## src/rtl/pep_batch_scheduler.sv

```systemverilog
// PBS slot (pid) allocator and batch launcher for the pep pipe.
// Pids are grouped into batches that launch on full, flush or timeout, and return to the pool once released downstream.
module pep_batch_scheduler #(
    parameter int TOTAL_PBS_NB   = 32,
    parameter int BATCH_PBS_NB   = 16,
    parameter int TIMEOUT_CYCLES = 64,
    parameter int PID_W          = $clog2(TOTAL_PBS_NB),
    parameter int BCNT_W         = $clog2(BATCH_PBS_NB + 1),
    parameter int FCNT_W         = $clog2(TOTAL_PBS_NB + 1)
) (
    input  logic                    clk,
    input  logic                    s_rst_n,
    input  logic                    cmd_vld,
    output logic                    cmd_rdy,
    output logic [PID_W-1:0]        cmd_pid,
    input  logic                    flush,
    input  logic                    free_vld,
    input  logic [PID_W-1:0]        free_pid,
    output logic                    batch_vld,
    input  logic                    batch_rdy,
    output logic [TOTAL_PBS_NB-1:0] batch_pid_mask,
    output logic [BCNT_W-1:0]       batch_pbs_nb,
    input  logic                    batch_done,
    output logic                    busy,
    output logic [FCNT_W-1:0]       free_cnt,
    output logic                    err_free,
    output logic [1:0]              state_dbg
);

    localparam int TMR_W = $clog2(TIMEOUT_CYCLES + 1);
    localparam logic [TMR_W-1:0]  TMR_MAX  = TMR_W'(TIMEOUT_CYCLES);
    localparam logic [BCNT_W-1:0] BCNT_MAX = BCNT_W'(BATCH_PBS_NB);
    localparam logic [TOTAL_PBS_NB-1:0] ONE_BIT = TOTAL_PBS_NB'(1);

    typedef enum logic [1:0] {
        IDLE   = 2'd0,
        LAUNCH = 2'd1,
        RUN    = 2'd2
    } state_t;

    state_t state, state_nxt;

    logic [TOTAL_PBS_NB-1:0] alloc_map, pend_map, run_map;
    logic [TOTAL_PBS_NB-1:0] acc_bit, free_bit;
    logic [BCNT_W-1:0]       pend_cnt, pend_cnt_nxt;
    logic [TMR_W-1:0]        timer;
    logic                    flush_pend;
    logic                    found;
    logic                    accept, free_ok, launch, launch_cond, run_clear;

    always_comb begin
        cmd_pid = '0;
        found   = 1'b0;
        for (int i = 0; i < TOTAL_PBS_NB; i++) begin
            if (!found && !alloc_map[i]) begin
                cmd_pid = PID_W'(i);
                found   = 1'b1;
            end
        end
    end

    assign cmd_rdy  = (free_cnt != '0) && (pend_cnt != BCNT_MAX);
    assign accept   = cmd_vld && cmd_rdy;
    assign acc_bit  = accept ? (ONE_BIT << cmd_pid) : '0;
    // Only a pid that is allocated and already back from the pipe may be released.
    assign free_ok  = free_vld && alloc_map[free_pid] && !pend_map[free_pid] && !run_map[free_pid];
    assign free_bit = free_ok ? (ONE_BIT << free_pid) : '0;

    assign launch_cond = (pend_cnt == BCNT_MAX) ||
                         ((pend_cnt != '0) && (flush_pend || (timer == TMR_MAX)));

    // batch handshake: batch_vld rises with the LAUNCH state and, together with
    // batch_pid_mask, stays stable until the cycle batch_rdy is seen high.
    always_ff @(posedge clk) begin
        if (!s_rst_n) state <= IDLE;
        else          state <= state_nxt;
    end

    always_comb begin
        state_nxt      = state;
        launch         = 1'b0;
        run_clear      = 1'b0;
        batch_vld      = 1'b0;
        batch_pid_mask = '0;
        case (state)
            IDLE: begin
                if (launch_cond) begin
                    launch    = 1'b1;
                    state_nxt = LAUNCH;
                end
            end
            LAUNCH: begin
                batch_vld      = 1'b1;
                batch_pid_mask = run_map;
                if (batch_rdy) state_nxt = RUN;
            end
            RUN: begin
                if (batch_done) begin
                    run_clear = 1'b1;
                    state_nxt = IDLE;
                end
            end
            default: state_nxt = IDLE;
        endcase
    end

    assign busy      = (state != IDLE);
    assign state_dbg = state;

    assign pend_cnt_nxt = launch ? BCNT_W'(accept) : pend_cnt + BCNT_W'(accept);

    always_ff @(posedge clk) begin
        if (!s_rst_n) begin
            alloc_map    <= '0;
            pend_map     <= '0;
            run_map      <= '0;
            pend_cnt     <= '0;
            timer        <= '0;
            flush_pend   <= 1'b0;
            batch_pbs_nb <= '0;
            free_cnt     <= FCNT_W'(TOTAL_PBS_NB);
            err_free     <= 1'b0;
        end else begin
            alloc_map <= (alloc_map | acc_bit) & ~free_bit;
            pend_map  <= launch ? acc_bit : (pend_map | acc_bit);
            pend_cnt  <= pend_cnt_nxt;
            if (launch) begin
                run_map      <= pend_map;
                batch_pbs_nb <= pend_cnt;
            end else if (run_clear) begin
                run_map      <= '0;
            end
            // Timer measures how long the current non-empty pending batch has waited.
            if (launch || pend_cnt_nxt == '0) timer <= '0;
            else if (timer != TMR_MAX)        timer <= timer + TMR_W'(1);
            if (launch)                                    flush_pend <= 1'b0;
            else if (flush && (pend_cnt != '0 || accept)) flush_pend <= 1'b1;
            free_cnt <= free_cnt - FCNT_W'(accept) + FCNT_W'(free_ok);
            if (free_vld && !free_ok) err_free <= 1'b1;
        end
    end

endmodule

```

## config.mk

```make
export PLATFORM = sky130hd
export DESIGN_NAME = pep_batch_scheduler
export DESIGN_NICKNAME = d
export VERILOG_FILES = /design/src/rtl/pep_batch_scheduler.sv
export SDC_FILE = /design/constraint.sdc
export NUM_CORES = 1
export LEC_CHECK = 0
export CORE_AREA = 8 8 108 110
export CTS_BUF_LIST = sky130_fd_sc_hd__clkbuf_4
export CTS_CLUSTER_DIAMETER = 80
export DETAILED_ROUTE_END_ITERATION = 10
export DIE_AREA = 0 0 116 118
export PLACE_DENSITY = 0.85
export SETUP_SLACK_MARGIN = 0.5
export SLEW_MARGIN = 15
export SYNTH_ARGS = -nofsm -noshare
export SYNTH_HDL_FRONTEND = slang
export SYNTH_SLANG_ARGS = --single-unit
```

## constraint.sdc

```tcl
create_clock -name clk -period 5.9 [get_ports clk]
set_input_delay 1.18 -clock clk [delete_from_list [all_inputs] [get_ports clk]]
set_output_delay 1.18 -clock clk [all_outputs]
set_load 0.02 [all_outputs]
```

**Yosys cells after proc, flatten, opt, wreduce, memory -nomap -nowiden**

Index checks and enable logic that the tools add are counted.

- Memories kept: 0
- Bits in latches: 0
- Bits in writable memories: 0
- Flip-flop bits (word level): 123
- ROM bits: 0
- Logic and storage cells: 231
- Input bits: 12

- Add/subtract/negate cells: 4
- Eq/ne operators: 9
- Shift operators: 2
- $lt $le $gt $ge: 1
- Reduce and logical (&&, ||, !) cells: 116
- $mul: 0
- Muxes and demuxes: 84
- Div/mod/pow operators: 0
- Bitwise logic cells: 5

Operators with widths:

| kind | count |
|---|---|
| 2-to-1 mux 32 bit | 6 |
| 2-to-1 mux 5 bit | 30 |
| zero test 1 bit | 64 |
| OR 32 bit | 2 |
| << shifter 1 x 5 -> 32 bit, first input constant | 2 |
| 2-to-1 mux 1 bit | 40 |
| logical AND 1 bit | 39 |
| bitwise AND 32 bit | 1 |
| inverter 32 bit | 1 |
| binary-select mux 1 bit (select 5 bit) | 3 |
| 2-to-1 mux 2 bit | 4 |
| adder 7 x 1 -> 7 bit, second input constant | 1 |
| equality test 7 bit, second input constant | 1 |
| inequality test 7 bit, second input constant | 1 |
| adder 6 x 1 -> 6 bit | 1 |
| less-than comparator 5 x 6 -> 1 bit, second input constant | 1 |
| inequality test 2 bit, second input constant | 3 |
| one-hot mux 2 bit (3 select lines) | 1 |
| nonzero test 6 bit | 1 |
| subtractor 6 x 1 -> 6 bit | 1 |
| adder 5 x 1 -> 5 bit | 1 |
| equality test 5 bit, second input constant | 1 |
| zero test 5 bit | 1 |
| inequality test 5 bit, second input constant | 1 |
| 9 further kinds | 14 |

**Logic depth before layout (Yosys ltp)**

Gate-level depths: netlist of run 1.

- Word-level depth: 97
- Gate-level depth with buffers: 19
- Gate-level depth less buffers: 16

**Worst setup path before layout of run 1**

OpenSTA, ideal clock, no wires.

- Path kind: in2reg
- Start point: input free_pid[0]
- End point: register free_cnt[4]
- Data arrival time: 4.017 ns
- Setup slack: 1.768 ns
- Cell stages on the path: 17
- Cell sequence: clkbuf_1 buf_2 mux4_2 a32oi_1 mux2i_1 nand2b_1 nand3_1 ha_1 inv_1 ha_1 inv_1 fa_1 inv_1 a21oi_1 nor2_1 o21ai_0 and3_1

- Longest elaborated chain between the ends: 6

RTL lines:

| element | RTL line | text |
|---|---|---|
| from (decl) | 18 | `input logic [PID_W-1:0] free_pid,` |
| binary-select mux 1 bit (select 5 bit) | 66 | `assign free_ok = free_vld && alloc_map[free_pid] && !pend_map[free_pid] && !run_map[free_pid];` |
| 2-to-1 mux 1 bit (implied by the code) | 66 |  |
| logical AND 1 bit or zero test 1 bit (tied branches) | 66 |  |
| logical AND 1 bit | 66 |  |
| logical AND 1 bit * | 66 |  |
| adder 6 x 1 -> 6 bit * | 138 | `free_cnt <= free_cnt - FCNT_W'(accept) + FCNT_W'(free_ok);` |
| to (signal assigned) | 121 | `free_cnt <= FCNT_W'(TOTAL_PBS_NB);` |
| to (signal assigned) | 138 |  |
| to (decl) | 25 | `output logic [FCNT_W-1:0] free_cnt,` |

Mark *: on every way between the ends. The rest lies on a longest branch, timed or not. The select of a mux whose other input is x is not followed.
A chain may end at the register's enable or synchronous reset.

**Worst setup path after layout of run 1**

- Start point: input free_pid[1]
- End point: register free_cnt[5]

The elaborated chain is that of the path after synthesis.

==> impl_results.md, run 1 <==
* Slew Viols, Final at 0
* Pin count of the biggest net entering global routing at 48
* R2R Setup Slk at 2.37 ns
* Initial drt markers at 707
* Layout cells sized above 1 at 0.08959
* Layout overhead on the synthesized area at 17.35%
* Hold crit path type: reg -> reg
* Max-slew headroom at 0.2552
* Count leader, synth: dfxtp_1
* EDFF count, synth at 0
* Total wire length at 17830 um
* Core footprint at 10000 um2
* Pre-CTS setup slack at 0.5465 ns
* Die W at 116 um
* Synth Register Bits at 123
* Sw power at 816.1 uW
* Gate power share at 0.308
* R2R depth at 15
* Core Rows at 37
* Worst setup path category: in -> reg
* Synth area leader: dfxtp_1
* CTS Hold Bufs at 0
* Setup Buffers After CTS at 0
* Final Hold Viols at 0
* H-Tree Depth at 4
* Synth warn at 0
* Initial Util at 0.6052
* Initial antenna violation count at 0
* Post-synthesis sequential area ratio at 0.4069
* Critical path peak fanout at 23
* Power share of the sequential group at 0.396
* CTS Buffer Depth at 2
* Most area-consuming cells after synthesis: dfxtp_1 (41%), nor2b_1 (5.1%), and2_1 (4.1%)
* Post-route setup slack at 1.045 ns
* CTS sink cnt at 123
* Avg WL per Cell at 19.92 um
* Crit. End Element: flip-flop
* Worst r2r src: alloc_map[31]
* Share of the synthesized area in the top cell type at 0.4069
* Clock slew seen by the registers of the worst setup and hold paths at 0.11 ns
* Clock power frac at 0.296
* Clock Skews at 0.01389 ns
* Tmin final at 4.855 ns
* Crit path to: free_cnt[5]
* # IOs at 66
* Gate Count Post-Synth at 695
* Pleak at 0.002428 uW
* Yosys cell types at 61
* Final setup fails at 0
* Diode count at 0
* Mapped Nets at 720
* Post-detailed-route count of antenna-violating nets at 0
* Final HPWL DP at 12500 um
* Sw Ratio at 0.3515
* Post-synth top cells: dfxtp_1 (123), nor2_1 (58), nor2b_1 (49), nand2_1 (48), o21ai_0 (47)
* Critical Path Source Type: input pin
* Tot Pwr at 2322 uW
* Vias in the first global route at 5476
* First-pass GRT wire length at 28310 um
* Chip height at 118 um
* Clk_lat worst skew at 0.56 ns
* Slew @ Worst Pin at 1.109 ns
* Via count at 5644
* # DRC at 0
* PortBufs at 65
* Crit share post-route at 0.8229
* Final GP Congestion at 0.9433
* DRT Pass-1 Iters at 6
* GRT Util Overall at 0.2639
* Number of max-cap violations at 0
* Vias/cell at 6.306
* Post-Syn Area per Cell at 8.708 um2
* R2R Path End: free_cnt[5]
* Setup TNS at 0 ns
* Fill cells at 803
* Cell Area, Synth at 6052 um2
* Post-CTS sizing at 0
* Critical path origin: free_pid[1]
* Arrival time of the worst setup path at 5.28 ns
* RSZ-0062 raised after global routing: false
* CTS Buf Count at 17
* Die area at 13690 um2
* Status: finished clean
* Root buffer cell: clkbuf_4
* Dominant synthesized flop cell: dfxtp_1
* Pint at 1506 uW
* CP required at 6.33 ns
* Asr flop ratio synth at 0
* TritonCTS clock tree: done
* VDD IR max at 0.0003424 V
* Final nets at 773
* GR Overflow Total at 0
* Max frequency at 206.0 MHz
* Pwr dens at 326.9 nW/um2
==> cell usage in the layout, fill, tap and decap left out, types with 6 or more instances in the layout <==
cell type and instances:
o221a_2 11, buf_4 10, a21oi_1 23, nor2_1 58
o21ai_0 47, clkdlybuf4s50_1 64, clkbuf_4 19, and2_1 40
nand2b_1 8, mux4_2 7, a31oi_1 19, xor2_1 6
dfxtp_1 123, inv_1 20, a22oi_1 33, ha_1 12
nor4b_1 9, nor2b_1 48, xnor2_1 6, and3_1 6
a22o_1 12, nand4_1 9, nand2_1 48, nand3_1 19
nor3_1 17, mux2i_1 8
==> area by class of cell <==
| cell class | count | area (um2) | share of cell area |
|---|---|---|---|
| clock buffers | 19 | 142.6 | 0.02008 |
| clock inverters | 11 | 176.4 | 0.02484 |
| inverters | 20 | 75.07 | 0.01057 |
| multi-input cells | 511 | 3354 | 0.4723 |
| flip-flops and latches | 123 | 2462 | 0.3467 |
| well taps | 136 | 170.2 | 0.02396 |
| repair buffers | 75 | 720.7 | 0.1015 |
==> cell families (layout without fill, tap and decap cells) <==
| kind of cell | count (synthesis) | count (layout) | share of synthesized area |
|---|---|---|---|
| simple gates | 288 | 288 | 0.2557 |
| fa+ha+maj | 13 | 13 | 0.02812 |
| flops | 123 | 123 | 0.4069 |
| buf+inv | 61 | 125 | 0.04155 |
| mux | 15 | 15 | 0.03928 |
| xor+xnor | 12 | 12 | 0.01737 |
| compound gates | 183 | 183 | 0.2111 |
==> power by group through the flow <==
stage	combinational [uW]	clock [uW]	sequential, uW
after floorplan	458	0	955
after global placement	680	0	935
after detailed placement	707	0	937
after CTS	711	688	919
after global routing	770	726	926
final	715	688	919
==> metal layers <==
layer	vias up	routed length, um	track usage
met5	-	0	0
met4	0	458	0.1079
met3	46	1761	0.06670
met2	297	8106	0.4035
met1	2670	7500	0.3442
li1	2631	-	-
==> flip-flops by register name, summed over array words and instances (netlist names) <==
| signal | flops |
|---|---|
| pend_map | 32 |
| run_map | 32 |
| alloc_map | 32 |
| flush_pend | 1 |
| timer | 7 |
| state_dbg | 2 |
| err_free | 1 |
| pend_cnt | 5 |
| free_cnt | 6 |
| batch_pbs_nb | 5 |
==> how the worst min path moves through the flow <==
stage	from	endpoint	slack (ns)	cells past startpoint
finish	flush_pend	flush_pend	0.50	2
global placement	flush_pend	flush_pend	0.45	2
global route	pend_map[10]	pend_map[10]	0.52	2
CTS	pend_map[4]	pend_map[4]	0.50	2
detailed placement	flush_pend	flush_pend	0.47	2
floorplan	flush_pend	flush_pend	0.44	2
==> critical path, cell delays in order <==
cell and delay [ns]:
clkdlybuf4s50_1 0.91, nor4b_1 0.56, a21oi_1 0.11, mux4_2 0.55, mux2i_1 0.14, nand2b_1 0.13
nand3_1 0.15, ha_1 0.28, inv_1 0.07, ha_1 0.22, a21o_1 0.19, a21oi_1 0.24
o21bai_1 0.12, a21oi_1 0.22, xnor2_1 0.14, nand2_1 0.06
==> stage by stage <==
step           instance area (um2)  utilization  std cells  hold WS (ns)
2_1_floorplan                 6052            -        695        0.4374
3_3_place_gp                  6783       0.6783        865        0.4491
3_5_place_dp                  6783       0.6783        865        0.4746
4_1_cts                       7102       0.7102        895        0.4959
5_1_grt                       7102       0.7102        895        0.5165
6_report                      7102       0.7102        895        0.4966
Note: power is estimated with default switching activity, not from simulation.
==> run 2, diff against run 1 <==
--- a/config.mk
+++ b/config.mk
@@ -5,12 +5,12 @@
 export SDC_FILE = /design/constraint.sdc
 export NUM_CORES = 1
 export LEC_CHECK = 0
-export CORE_AREA = 8 8 108 110
+export CORE_AREA = 8 8 111 113
 export CTS_BUF_LIST = sky130_fd_sc_hd__clkbuf_4
 export CTS_CLUSTER_DIAMETER = 80
 export DETAILED_ROUTE_END_ITERATION = 10
-export DIE_AREA = 0 0 116 118
-export PLACE_DENSITY = 0.85
+export DIE_AREA = 0 0 119 121
+export PLACE_DENSITY = 0.81
 export SETUP_SLACK_MARGIN = 0.5
 export SLEW_MARGIN = 15
 export SYNTH_ARGS = -nofsm -noshare
==> constraint.sdc (replaced) <==
create_clock -name clk -period 5.1 [get_ports clk]
set_input_delay 1.02 -clock clk [delete_from_list [all_inputs] [get_ports clk]]
set_output_delay 1.02 -clock clk [all_outputs]
set_load 0.02 [all_outputs]
==> run 2 against run 1 <==
Worst hold slack got worse by 0.0048 ns; sequential cell count did not move; clock skew rose by 0.0033 ns; clock-buffer cell count did not move; register-to-register slack got worse by 0.66 ns; cell count rose by 0.67%; sequential power rose by 15%; routed wire length fell by 1.3%; largest power group unchanged.
==> impl_results.md, run 2 (same netlist as run 1, synthesis figures left out) <==
* CTS sink cnt at 123 (unchanged)
* Wire length on met2 at 8181 um (+0.93%)
* Tmin final at 4.368 ns
* Initial drt markers at 699 (-1.1%)
* Clk_lat worst skew at 0.55 ns (about the same)
* Pleak at 0.002413 uW (-0.59%)
* Crit. End Element: flip-flop
* Vias/cell at 6.314 (+0.13%)
* Vias in the first global route at 5467 (-0.16%)
* Final nets at 773 (unchanged)
* Final HPWL DP at 12480 um (-0.13%)
* TritonCTS clock tree: done
* CTS Buf Count at 17 (unchanged)
* Layout overhead on the synthesized area at 17.39% (about the same)
* GRT Util Overall at 0.2464 (-0.01753)
* Worst r2r src: alloc_map[24]
* CTS Buffer Depth at 2 (unchanged)
* R2R Setup Slk at 1.71 ns (-0.66 ns)
* Setup TNS at 0 ns (unchanged)
* Setup Buffers After CTS at 0 (unchanged)
* Crit share post-route at 0.8565
* Top sig layer: met4
* Clock Skews at 0.01715 ns (+0.003262 ns)
* Final GP Congestion at 1.014 (+7.5%)
* Via count at 5689 (+0.80%)
* Critical Path Source Type: input pin
* GR Overflow Total at 0 (unchanged)
* Footprint of the multi-input gates at 3359 um2 (+0.15%)
* # IOs at 66 (unchanged)
* Tot Pwr at 2627 uW (+13%)
* Root buffer cell: clkbuf_4
* Core Rows at 38 (+2.7%)
* Number of max-cap violations at 0 (unchanged)
* Post-route setup slack at 0.7318 ns (-0.3129 ns)
* Pin count of the biggest net entering global routing at 89 (+85%)
* Core footprint at 10600 um2 (+6.0%)
* VDD IR max at 0.0002338 V (-32%)
* Avg WL per Cell at 19.52 um (-2.0%)
* Diode count at 0 (unchanged)
* Final Hold Viols at 0 (unchanged)
* R2R Path End: free_cnt[4]
* Worst setup path category: in -> reg
* Met1 wire length at 7356 um (-1.9%)
* Placed Instance Area at 6788 um2 (about the same)
* PortBufs at 65 (unchanged)
* Most frequent cells in the layout: dfxtp_1 (123), clkdlybuf4s50_1 (64), nor2_1 (58)
* DRT Pass-1 Iters at 6 (unchanged)
* CTS Hold Bufs at 0 (unchanged)
* Pwr dens at 369.7 nW/um2 (+13%)
* Slew @ Worst Pin at 1.159 ns (+0.05016 ns)
* Largest registers: alloc_map (32), pend_map (32), run_map (32)
* Min-delay src: pend_map[22]
* Max frequency at 228.9 MHz
* Leading cell type in the layout, fill and taps excluded: dfxtp_1
* Die area at 14400 um2 (+5.2%)
* Worst hold path depth at 2 (unchanged)
* Hold Path End: pend_map[22]
* Arrival time of the worst setup path at 4.82 ns (-0.46 ns)
* R2R depth at 16 (+1)
* Clock slew seen by the registers of the worst setup and hold paths at 0.11 ns (about the same)
* Register Area at 2462 um2 (unchanged)
* Total wire length at 17590 um (-1.3%)
* Critical path peak fanout at 18 (-22%)
* Initial antenna violation count at 0 (unchanged)
* Final instance area at 7104 um2 (about the same)
* Fill cells at 858 (+6.8%)
* RSZ-0062 raised after global routing: false
* Post-detailed-route count of antenna-violating nets at 0 (unchanged)
* Status: finished clean
* H-Tree Depth at 4 (unchanged)
* # DRC at 0 (unchanged)
* Slew Viols, Final at 0 (unchanged)
* Finished Core Util at 0.6701 (-0.04016)
* Max-slew headroom at 0.2215 (-0.03370)
* Post-CTS sizing at 0 (unchanged)
* Final setup fails at 0 (unchanged)
* Initial Util at 0.5708 (-0.03443)
* Die W at 119 um (+2.6%)
* Pre-CTS setup slack at 0.2664 ns (-0.2801 ns)
* Layout cells sized above 1 at 0.09593 (+0.006335)
* Hold crit path type: reg -> reg
* Chip height at 121 um (+2.5%)
* WL met3 at 1702 um (-3.4%)
* First-pass GRT wire length at 28660 um (+1.2%)
* CP required at 5.55 ns (-0.78 ns)
[run 2: changes by cell type in the layout (fill, tap and decap cells not counted), sizes merged]
cell      before  now
bufinv         5    3
clkinv         6    5
clkinvlp       0    3
inv           20   22
[run 2: power breakdown]
| part | internal (uW) | leakage [uW] | total [uW] | switching (uW) |
|---|---|---|---|---|
| clock | 354 | 0.000157 | 744 | 390 |
| sequential | 1010 | 0.000994 | 1060 | 50.1 |
| combinational | 293 | 0.00126 | 819 | 526 |
| total | 1660 | 0.00241 | 2630 | 966 |
[run 2: cell type report]
cell class / count / share of cell area
sequential: 123 / 0.3466
multi-input combinational: 511 / 0.4729
inverter: 20 / 0.01057
clock buffer: 19 / 0.02008
clock inverter: 13 / 0.02378
tap: 140 / 0.02466
timing repair buffer: 75 / 0.1014
[run 2: stage by stage]
stage               hold WS, ns  cells
global placement         0.4490    869
floorplan                0.4374    695
detailed placement       0.4737    869
finish                   0.4918    901
CTS                      0.4934    901
global route             0.5145    901
[run 2: how the worst max path moves through the flow]
stage | from | endpoint | slack (ns) | cells past startpoint
floorplan | free_pid[0] | free_cnt[4] | 1.13 | 17
global placement | free_pid[1] | free_cnt[4] | 0.42 | 18
detailed placement | free_pid[1] | free_cnt[4] | 0.27 | 18
CTS | free_pid[1] | free_cnt[4] | 0.85 | 18
global route | free_pid[1] | free_cnt[4] | 0.57 | 18
finish | free_pid[1] | free_cnt[4] | 0.73 | 18
[run 2: worst max-delay path, stage by stage]
cell and delay [ns]:
clkdlybuf4s50_1 0.80, buf_4 0.32, nor4bb_1 0.32, nor3_1 0.08
a21oi_1 0.19, mux2i_1 0.10, o211ai_1 0.25, nand3_1 0.17
ha_1 0.32, inv_1 0.04, ha_1 0.18, inv_1 0.07
fa_1 0.21, inv_1 0.05, a21oi_1 0.13, nor2_1 0.05
or3_1 0.31, and3_1 0.18
[run 2: layer usage]
metal	vias up	global-route usage
li1	2621	-
met1	2711	0.3120
met2	317	0.3937
met3	40	0.06654
met4	0	0.09328
met5	-	0
==> run 3, diff against run 2 <==
--- a/config.mk
+++ b/config.mk
@@ -5,6 +5,7 @@
 export SDC_FILE = /design/constraint.sdc
 export NUM_CORES = 1
 export LEC_CHECK = 0
+export CAP_MARGIN = 30
 export CORE_AREA = 8 8 111 113
 export CTS_BUF_LIST = sky130_fd_sc_hd__clkbuf_4
 export CTS_CLUSTER_DIAMETER = 80
==> run 3 against run 2 <==
Sequential power about the same; critical path depth fell by 1; cell count rose by 0.22%; highest routed layer unchanged.
==> impl_results.md, run 3 (same netlist as run 1, synthesis figures left out) <==
* Total wire length at 17410 um (-1.0%)
* Initial Util at 0.5708 (unchanged)
* GR Overflow Total at 0 (unchanged)
* Pint at 1610 uW (-3.0%)
* Core footprint at 10600 um2 (unchanged)
* Avg WL per Cell at 19.28 um (-1.2%)
* TritonCTS clock tree: done
* Crit share post-route at 0.8159 (-0.04059)
* Clock Skews at 0.01620 ns (-0.0009534 ns)
* Final HPWL DP at 12460 um (-0.13%)
* DRT Pass-1 Iters at 7 (+1)
* Slew Viols, Final at 0 (unchanged)
* Clk_lat worst skew at 0.53 ns (-0.02 ns)
* RSZ-0062 raised after global routing: false
* Core Rows at 38 (unchanged)
* Largest registers: alloc_map (32), pend_map (32), run_map (32)
* Chip height at 121 um (unchanged)
* Worst r2r src: alloc_map[31]
* Hold crit path type: reg -> reg
* Via count at 5691 (+0.035%)
* Pwr dens at 361.1 nW/um2 (-2.3%)
* Worst setup path category: in -> reg
* Critical path peak fanout at 23 (+5)
* # DRC at 0 (unchanged)
* First-pass GRT wire length at 28440 um (-0.77%)
* Max frequency at 240.3 MHz (+5.0%)
* Diode count at 0 (unchanged)
* Gate power share at 0.319 (+0.007)
* Pin count of the biggest net entering global routing at 89 (unchanged)
* Crit. End Element: flip-flop
* CP required at 5.49 ns (-0.06 ns)
* CTS Buf Count at 17 (unchanged)
* Critical path origin: free_pid[0]
* CTS sink cnt at 123 (unchanged)
* Post-detailed-route count of antenna-violating nets at 0 (unchanged)
* Setup TNS at 0 ns (unchanged)
* Final nets at 775 (+0.26%)
* CTS Buffer Depth at 2 (unchanged)
* Initial drt markers at 656 (-6.2%)
* Crit path to: free_cnt[5]
* Die W at 119 um (unchanged)
* Critical Path Source Type: input pin
* Die area at 14400 um2 (unchanged)
* Final Hold Viols at 0 (unchanged)
* PortBufs at 65 (unchanged)
* Power share of the sequential group at 0.416 (+0.011)
* Root buffer cell: clkbuf_4
* Vias in the first global route at 5496 (+0.53%)
* Clock slew seen by the registers of the worst setup and hold paths at 0.11 ns (about the same)
* H-Tree Depth at 4 (unchanged)
* Clock power frac at 0.265 (-0.018)
* Final GP Congestion at 1.014 (unchanged)
* VDD IR max at 0.0002625 V (+12%)
* Tmin final at 4.161 ns (-0.2070 ns)
* Arrival time of the worst setup path at 4.55 ns (-0.27 ns)
* Leading cell type in the layout, fill and taps excluded: dfxtp_1
* Placed Cells at 871 (+0.23%)
* Vias/cell at 6.302 (-0.19%)
* Most frequent cells in the layout: dfxtp_1 (123), clkdlybuf4s50_1 (63), nor2_1 (58)
* Fill cells at 880 (+2.6%)
* Status: finished clean
* R2R depth at 16 (unchanged)
* Sw power at 945.4 uW (-2.2%)
* Post-Layout Cell Count at 903 (+0.22%)
* Pleak at 0.002421 uW (+0.32%)
* R2R Setup Slk at 1.67 ns (-0.04 ns)
* Sw Ratio at 0.3699 (+0.002013)
* R2R Path End: free_cnt[4]
* Slew @ Worst Pin at 0.9516 ns (-0.2071 ns)
* # IOs at 66 (unchanged)
* GRT Util Overall at 0.2423 (-0.004139)
* Max-slew headroom at 0.3656 (+0.1440)
* Initial antenna violation count at 0 (unchanged)
* Layout overhead on the synthesized area at 16.95%
* Final setup fails at 0 (unchanged)
* Layout cells sized above 1 at 0.09830 (+0.002370)
* Number of max-cap violations at 0 (unchanged)
run 3: changes by cell type in the layout (fill, tap and decap cells not counted):
cell | before | now
buf_2 | 1 | 2
buf_4 | 10 | 11
bufinv_16 | 3 | 2
clkbuf_4 | 19 | 20
clkdlybuf4s50_1 | 64 | 63
clkinv_1 | 1 | 0
clkinv_2 | 0 | 5
clkinv_4 | 4 | 2
dlymetal6s2s_1 | 0 | 1
inv_6 | 2 | 0
nor3_1 | 16 | 17
nor3_2 | 1 | 0
run 3: timing repair:
action                                  in CTS  in global routing
endpoints found under the hold margin        0                  0
setup buffers                                0                  0
resized for setup                            0                  1
hold buffers                                 0                  0
endpoints found under the setup margin       0                  1
run 3: final cells by class:
class | instances | area [um2] | share of cell area
sequential | 123 | 2462 | 0.3479
multi-input combinational | 511 | 3354 | 0.4739
inverter | 20 | 75.07 | 0.01061
timing repair buffer | 77 | 735.7 | 0.1039
tap | 140 | 175.2 | 0.02475
clock inverter | 12 | 125.1 | 0.01768
clock buffer | 20 | 150.1 | 0.02121
run 3: routing by layer:
| metal | vias to the layer above | part of all wire | GRT usage |
|---|---|---|---|
| li1 | 2623 | - | - |
| met1 | 2724 | 0.42 | 0.3075 |
| met2 | 308 | 0.46 | 0.3786 |
| met3 | 36 | 0.10 | 0.08050 |
| met4 | 0 | 0.020 | 0.08300 |
| met5 | - | 0 | 0 |
run 3: metrics by stage:
step / setup WS [ns] / util / instance area [um2] / power, uW / hold slack (ns)
finish: 0.9388 / 0.6676 / 7078 / 2556 / 0.4889
global route: 0.7954 / 0.6676 / 7078 / 2687 / 0.5158
CTS: 0.8262 / 0.6673 / 7076 / 2559 / 0.4917
detailed placement: 0.2646 / 0.6414 / 6800 / 1895 / 0.4714
global placement: 0.4221 / 0.6402 / 6788 / 1857 / 0.4490
floorplan: 1.128 / - / 6052 / 1634 / 0.4374
run 3: how the worst min path moves through the flow:
stage,startpoint,cells after the start,to
global placement,flush_pend,2,flush_pend
finish,pend_map[19],2,pend_map[19]
CTS,pend_map[22],2,pend_map[22]
global route,pend_map[19],2,pend_map[19]
detailed placement,flush_pend,2,flush_pend
floorplan,flush_pend,2,flush_pend
run 3: power by group through the flow:
stage	Clock, uW	Combinational, uW	Sequential [uW]
final	677	815	1060
after global routing	728	885	1070
after CTS	684	812	1060
after detailed placement	0	809	1090
after global placement	0	776	1080
after floorplan	0	529	1100
run 3: worst max-delay path, cell delays in order:
cell and delay, ns:
clkdlybuf4s50_1 0.46, buf_4 0.29, mux4_2 0.56, o2111ai_1 0.13
o32ai_1 0.14, a21oi_1 0.18, o211ai_1 0.14, nand3_1 0.17
ha_1 0.20, inv_1 0.05, ha_1 0.26, a21o_1 0.17
a21oi_1 0.24, o21bai_1 0.10, a21oi_1 0.20, xnor2_1 0.14
nand2_1 0.08
